===== config.mk =====
export PLATFORM = sky130hd
export DESIGN_NAME = seven_seg_display_arbiter
export DESIGN_NICKNAME = d
export VERILOG_FILES = /design/src/rtl/seven_seg_display_arbiter.sv
export SDC_FILE = /design/constraint.sdc
export NUM_CORES = 1
export LEC_CHECK = 0
export CAP_MARGIN = 30
export CORE_ASPECT_RATIO = 0.5
export CORE_MARGIN = 1
export CORE_UTILIZATION = 42
export DETAILED_ROUTE_END_ITERATION = 10
export PLACE_DENSITY_LB_ADDON = 0.05
export SLEW_MARGIN = 15
export SYNTH_ARGS = -nofsm -noshare
export SYNTH_HDL_FRONTEND = slang
export SYNTH_HIERARCHICAL = 1
export SYNTH_SLANG_ARGS = --single-unit

===== constraint.sdc =====
create_clock -name clock -period 4.2 [get_ports clock]
set_input_delay 0.84 -clock clock [delete_from_list [all_inputs] [get_ports clock]]
set_output_delay 0.84 -clock clock [all_outputs]
set_load 0.01 [all_outputs]

===== src/rtl/seven_seg_display_arbiter.sv =====
// Round-robin arbiter sharing one 8-digit seven-segment datapath among 4 sources, with a tick-based dwell.
// Define DISP_ARB_PREEMPT_EN to let source 0 (error banner) preempt any other holder.

module seven_seg_src_gate (
   input  logic        sel,
   input  logic [31:0] number,
   input  logic        mode,
   input  logic [7:0]  points,
   output logic [40:0] gated
);
   assign gated = sel ? {mode, points, number} : '0;
endmodule

module seven_seg_display_arbiter #(
   parameter int CLK_PER_TICK = 100000,
   parameter int DWELL_TICKS  = 1000
) (
   input  logic         clock,
   input  logic         reset_n,
   input  logic [3:0]   req,
   input  logic [127:0] num_flat,
   input  logic [3:0]   mode_in,
   input  logic [31:0]  dp_flat,
   output logic [3:0]   grant,
   output logic [31:0]  disp_number,
   output logic         disp_mode,
   output logic [7:0]   disp_points,
   output logic         disp_active,
   output logic         tick
);
   localparam int NUM_SRC = 4;
   localparam int PW      = (CLK_PER_TICK > 2) ? $clog2(CLK_PER_TICK) : 1;
   localparam int DW      = $clog2(DWELL_TICKS + 1);

   typedef enum logic {IDLE, HOLD} state_t;
   typedef struct packed {
      logic       vld;
      logic [1:0] idx;
   } win_t;

   state_t        state, state_nxt;
   logic [PW-1:0] presc;
   logic [DW-1:0] dwell, dwell_nxt;
   logic [1:0]    ptr, ptr_nxt;
   logic [3:0]    grant_nxt;
   win_t          win_idle, win_fall, win_rot;
   logic [NUM_SRC-1:0][40:0] gated;
   logic [40:0]   merged;

   // Farthest candidate is visited first so the nearest one after ptr wins.
   function automatic win_t pick(input logic [3:0] r, input logic [1:0] p);
      win_t       w;
      logic [1:0] idx;
      w = '0;
      for (int i = NUM_SRC; i >= 1; i--) begin
         idx = p + 2'(i);
         if (r[idx]) begin
            w.vld = 1'b1;
            w.idx = idx;
         end
      end
      return w;
   endfunction

   always_ff @(posedge clock or negedge reset_n) begin
      if (!reset_n)                               presc <= '0;
      else if (presc == PW'(CLK_PER_TICK - 1))    presc <= '0;
      else                                        presc <= presc + PW'(1);
   end
   assign tick = (presc == PW'(CLK_PER_TICK - 1));

`ifdef DISP_ARB_PREEMPT_EN
   logic req0_q;
   always_ff @(posedge clock or negedge reset_n) begin
      if (!reset_n) req0_q <= 1'b0;
      else          req0_q <= req[0];
   end
`endif

   // While holding, ptr always equals the granted index, so it doubles as g.
   assign win_idle = pick(req, ptr);
   assign win_fall = pick(req, ptr);
   assign win_rot  = pick(req & ~grant, ptr);

   always_comb begin
      state_nxt = state;
      grant_nxt = grant;
      dwell_nxt = dwell;
      ptr_nxt   = ptr;
      case (state)
         IDLE: begin
            if (win_idle.vld) begin
               state_nxt = HOLD;
               grant_nxt = 4'b0001 << win_idle.idx;
               ptr_nxt   = win_idle.idx;
               dwell_nxt = '0;
            end
         end
         HOLD: begin
`ifdef DISP_ARB_PREEMPT_EN
            if (ptr != 2'd0 && req[0] && !req0_q) begin
               grant_nxt = 4'b0001;
               ptr_nxt   = 2'd0;
               dwell_nxt = '0;
            end else
`endif
            if (!req[ptr]) begin
               dwell_nxt = '0;
               if (win_fall.vld) begin
                  grant_nxt = 4'b0001 << win_fall.idx;
                  ptr_nxt   = win_fall.idx;
               end else begin
                  grant_nxt = '0;
                  state_nxt = IDLE;
               end
            end else if (dwell == DW'(DWELL_TICKS)) begin
               if (win_rot.vld) begin
                  grant_nxt = 4'b0001 << win_rot.idx;
                  ptr_nxt   = win_rot.idx;
                  dwell_nxt = '0;
               end
            end else if (tick) begin
               dwell_nxt = dwell + DW'(1);
            end
         end
         default: begin
            state_nxt = IDLE;
            grant_nxt = '0;
         end
      endcase
   end

   always_ff @(posedge clock or negedge reset_n) begin
      if (!reset_n) begin
         state <= IDLE;
         grant <= '0;
         dwell <= '0;
         ptr   <= 2'd3;
      end else begin
         state <= state_nxt;
         grant <= grant_nxt;
         dwell <= dwell_nxt;
         ptr   <= ptr_nxt;
      end
   end

   // Live data of the granted source passes straight through; nothing is latched.
   for (genvar i = 0; i < NUM_SRC; i++) begin : g_src
      seven_seg_src_gate u_gate (
         .sel    (grant[i]),
         .number (num_flat[32*i +: 32]),
         .mode   (mode_in[i]),
         .points (dp_flat[8*i +: 8]),
         .gated  (gated[i])
      );
   end

   always_comb begin
      merged = '0;
      for (int i = 0; i < NUM_SRC; i++) merged = merged | gated[i];
   end

   assign {disp_mode, disp_points, disp_number} = merged;
   assign disp_active = |grant;

endmodule


* Yosys cells after proc, flatten, opt, wreduce, memory -nomap -nowiden
Cells that the tools add are included.
** Word-level totals
- Flip-flop bits (word level) :: 34
- Input bits :: 170
- Output and inout port bits :: 47
- Logic and storage cells :: 82
** Cells by class
- Add/sub/neg operators :: 5
- Order comparisons :: 4
- Eq/ne operators :: 7
- Shifts and indexed selects :: 2
- Muxes and demuxes :: 49
- Bitwise logic cells :: 6
- Reduce and logical (&&, ||, !) cells :: 4
** Operators by type and width (number)
- 2-to-1 mux 41 bit :: 4
- bitwise OR 41 bit :: 3
- 2-to-1 mux 10 bit :: 5
- 2-to-1 mux 3 bit :: 8
- 2-to-1 mux 4 bit :: 5
- case mux 10 bit (2 select lines) :: 1
- adder 17 x 1 -> 17 bit, second input constant :: 1
- == test 17 bit, second input constant :: 1
- 2-to-1 mux 17 bit :: 1
- binary-select mux 1 bit (select 2 bit) :: 8
- less-than comparator 2 x 3 -> 1 bit, second input constant :: 4
- adder 10 x 1 -> 10 bit, second input constant :: 1
- == test 10 bit, second input constant :: 1
- 2-to-1 mux 1 bit :: 10
- 2-to-1 mux 2 bit :: 4
- case mux 4 bit (2 select lines) :: 1
- left shift 1 x 2 -> 4 bit, first input constant :: 2
- AND reduction 3 bit :: 2
- adder 2 bit, second input constant :: 2
- AND 4 bit :: 1
- != test 4 x 3 -> 1 bit, second input constant :: 1
- != test 4 bit, second input constant :: 1
- NOT 4 bit :: 1
- case mux 2 bit (2 select lines) :: 1
- other kinds (8) :: 8

* Depth between registers and ports, before layout
- Word-level depth :: 13
- Gate-level depth with buffers :: 8

* By module
Netlist, hierarchy kept.
** By module, submodules not included
- seven_seg_display_arbiter :: instances 1, cells an instance 252, area each 2348.5 um2, sequential area each 853.3 um2
- seven_seg_src_gate :: instances 4, cells an instance 45, area each 327.8 um2, sequential area each 0.0 um2

* Least setup slack after synthesis
Ideal clock, no wire load.
- Path kind :: input to output
- From :: input mode_in[1]
- To :: output disp_mode
- Arrival :: 1.572 ns
- Path slack :: 1.788 ns
- Stages :: 2
- Buffers on the path :: 0
- Path through :: and2_2 or4_1
** Between the ends
- Longest elaborated chain between the ends :: 4
** RTL lines
- start: declaration :: line 22 : input logic [3:0] mode_in,
- 2-to-1 mux 41 bit :: line 11 : assign gated = sel ? {mode, points, number} : '0;
- bitwise OR 41 bit (3 in series) :: line 160 : for (int i = 0; i < NUM_SRC; i++) merged = merged | gated[i];
- end: declaration :: line 26 : output logic disp_mode,
Every way passes these cells.

==> implementation parameters <==
Parameter                              Value

Critical path
  Worst-path maximum fanout ... 1
  Startpoint types ... primary input
  Arrival time reported for the critical path endpoint ... 2.48 ns
  Startpoint-to-endpoint class of the critical path ... in2out
  Data required time at the worst endpoint ... 3.36 ns
  Category of the worst setup path capture point ... output port

Yosys
  Sequential-to-total area share from yosys stat ... 0.2332
  Mean post-synth cell area ... 8.472 um2
  Flip-flop and latch count after synthesis ... 34
  Post-synth EDFFs ... 0
  Net Count, Synth ... 605
  Number of distinct standard cells referenced by the synthesized netlist ... 57
  Share of synthesized registers carrying an async set or reset ... 1.000
  Syn. warnings ... 6
  Post-synth top flop ... sky130_fd_sc_hd__dfrtp_1
  Synth Instances ... 432
  Syn Std Cell Area ... 0.003660 mm2

Placement
  Detailed placer's ending HPWL ... 10340 um
  GP Congestion ... 0.8969
  Port-buffer cells ... 216
  Number of instances in the placed design ... 748

Power and ir drop
  Cell Int Power ... 1.548 mW
  Logic pwr share ... 0.680
  Largest vdd supply drop ... 0.3086 mV
  PwrDens ... 396.3 mW/mm2
  Clock network power share ... 0.141
  Cell leakage power ... 2.628 nW
  Final Power ... 2.403 mW
  Sequential fraction of design power ... 0.179
  Switching power of the nets ... 0.8550 mW
  Fraction of power spent switching nets ... 0.3558

STA
  Slew headroom ... 0.6378
  Minimum clock period after layout ... 3.317 ns
  Final worst-path cycle share ... 0.7897
  Slew @ Worst Pin ... 0.5433 ns
  Final sum of negative setup slack ... 0 ns
  Total setup violations reported at the end of the flow ... 0
  Maximum frequency from static timing analysis ... 0.3015 GHz
  Max-slew violation total from the final report ... 0
  Largest clock skew in the final design ... 0.004320 ns
  RSZ-0062 raised after global routing ... false
  Final number of hold-violating endpoints ... 0

Outcome
  Result of the run ... completed

Clock tree
  Clock latency on the worst-skew pair ... 0.27 ns
  CTS Root Cell ... sky130_fd_sc_hd__clkbuf_16
  # H-tree levels ... 2
  Post-CTS Setup Bufs ... 0
  Worst-case clock buffer depth ... 2
  Quantity of gates resized following cts ... 0
  TritonCTS clock tree ... built
  Clock-pin slew on the worst setup and hold paths ... 0.05 ns
  Cts-stage hold buffer count ... 0
  Total number of clock tree sinks ... 34
  TritonCTS buffer count ... 5

Detailed routing
  Pre-Repair DR Iteration Count ... 4
  WL met3 ... 557 um
  Via density ... 5.144
  Met2 wire len ... 6167 um
  Wire length the detailed router placed on met1 ... 6132 um
  Average wire per standard cell ... 17.09 um
  Top Layer Used ... met4
  Number of nets with antenna violations after detailed routing ... 0
  Total via count after detailed routing ... 3889
  Remaining routing DRC violations ... 0
  Routed Wire Length ... 12920 um
  Detailed Route Iter0 Violations ... 195

Layout
  Number of nets in the final layout ... 817
  Final Util ... 0.7369
  Filler Cells Inserted ... 662
  Layout cells sized above 1 ... 0.3059
  Number of inserted diodes ... 0
  Area added between synthesis and finish ... 65.71%
  Post-Layout Cell Count ... 756

GRT
  Overall Global Routing Usage ... 0.2783
  Number of antenna violations at the first check in global routing ... 0
  Via count of the first global-routing pass ... 3533
  Maximum number of pins on one net before global-route repair ... 40
  Global-route wire length before repair ... 19630 um
  Sum of overflow across all layers after global routing ... 0

Hold path
  Hold WC Path Type ... reg2reg

Floorplanning
  Overall die area ... 0.009113 mm2
  Initial cell density of the core ... 0.4447
  Horiz. Die Dim ... 134.0 um
  Core ar. ... 0.008230 mm2
  Vertical extent of the die ... 68.01 um
  Count of standard-cell rows ... 23
  Io pins ... 217

Flow run
  Maximum Capacitance Violations ... 0
routing by layer:
layer | track usage | vias up
met3 | 0.03926 | 6
met5 | 0 | -
met2 | 0.4909 | 98
met4 | 0.04494 | 0
li1 | - | 1947
met1 | 0.3728 | 1838
critical path: stages:
cell and delay (ns):
sky130_fd_sc_hd__clkdlybuf4s50_1 0.39, sky130_fd_sc_hd__and2_2 0.18, sky130_fd_sc_hd__or4_1 0.51, sky130_fd_sc_hd__clkdlybuf4s50_1 0.55
synth_stat cells, types with 4 or more instances:
cell / number / area share
sky130_fd_sc_hd__nor3_1: 4 / 0.0055
sky130_fd_sc_hd__dfrtp_1: 32 / 0.22
sky130_fd_sc_hd__a21oi_1: 6 / 0.0082
sky130_fd_sc_hd__nand4_1: 7 / 0.012
sky130_fd_sc_hd__nand2b_1: 8 / 0.014
sky130_fd_sc_hd__and2_2: 164 / 0.34
sky130_fd_sc_hd__and3_1: 8 / 0.014
sky130_fd_sc_hd__nand2_1: 14 / 0.014
sky130_fd_sc_hd__xor2_1: 9 / 0.022
sky130_fd_sc_hd__inv_1: 6 / 0.0062
sky130_fd_sc_hd__nor2_1: 21 / 0.022
sky130_fd_sc_hd__clkbuf_2: 16 / 0.022
sky130_fd_sc_hd__xnor2_1: 7 / 0.017
sky130_fd_sc_hd__o21ai_0: 5 / 0.0068
sky130_fd_sc_hd__mux2_2: 5 / 0.015
sky130_fd_sc_hd__nand3_1: 11 / 0.015
sky130_fd_sc_hd__or4_1: 43 / 0.088
sky130_fd_sc_hd__nor4_1: 4 / 0.0068
sky130_fd_sc_hd__buf_2: 4 / 0.0055
power by group through the flow:
stage / Sequential [mW] / Clock [mW] / Combinational, mW
3_5_place_dp: 0.437 / 0 / 1.63
5_1_grt: 0.441 / 0.361 / 1.76
2_1_floorplan: 0.398 / 0 / 0.880
3_3_place_gp: 0.436 / 0 / 1.61
6_report: 0.430 / 0.338 / 1.64
4_1_cts: 0.431 / 0.344 / 1.63
worst paths after layout:
kind / from / to / slack (ns) / cells past startpoint
setup / recovery: num_flat[51] / disp_number[19] / 0.88 / 4
hold / removal: presc[14]$_DFF_PN0_ / presc[14]$_DFF_PN0_ / 0.48 / 1
setup reg to reg: ptr[0]$_DFFE_PN1P_ / grant[1]$_DFFE_PN0P_ / 1.75 / 6
hold reg to reg: presc[14]$_DFF_PN0_ / presc[14]$_DFF_PN0_ / 0.48 / 1
max in group asynchronous: reset_n / ptr[1]$_DFFE_PN1P_ / 2.89 / 2
min in group asynchronous: reset_n / presc[4]$_DFF_PN0_ / 0.97 / 2
final cells by class:
type	count	area, um2	share of cell area
clock buffer	5	125.1	0.02063
clock inverter	2	10.01	0.001651
inverter	6	22.52	0.003714
multi-input combinational	372	2684	0.4425
sequential	34	853.3	0.1407
tap	112	140.1	0.02311
timing repair buffer	225	2230	0.3677
sequential cells by signal (all words and copies together), names as in the netlist:
| signal | flops |
|---|---|
| grant | 4 |
| state | 1 |
| presc | 17 |
| dwell | 10 |
| ptr | 2 |
logic make-up after synthesis:
logic type,Yosys count,share of synthesized area
buf+inv,26,0.03350
compound gates,39,0.07761
mux,9,0.02974
flops,34,0.2332
simple gates,305,0.5774
xor+xnor,16,0.03829
fa+ha+maj,3,0.01026
cells in the final DEF, fill, tap and decap left out, drive strengths merged, types with 7 or more instances in the layout:
| cell | netlist | layout |
|---|---|---|
| xnor2 | 7 | 7 |
| and3 | 9 | 9 |
| or4 | 44 | 44 |
| xor2 | 9 | 9 |
| nand3 | 11 | 11 |
| dfrtp | 32 | 32 |
| nand2 | 15 | 15 |
| nand2b | 8 | 8 |
| nor2 | 22 | 22 |
| nand4 | 7 | 7 |
| buf | 4 | 9 |
| clkdlybuf4s50 | 0 | 216 |
| and2 | 167 | 167 |
through the flow:
stage               setup WS [ns]  hold slack (ns)  cell area [um2]
finish                     0.8835           0.4847             6065
floorplan                   1.788           0.4480             3660
detailed placement         0.7945           0.4858             5922
CTS                        0.8947           0.4930             6057
global route               0.8299           0.5011             6065
global placement           0.8782           0.4771             5922
Power figures use the tool's default switching activity.
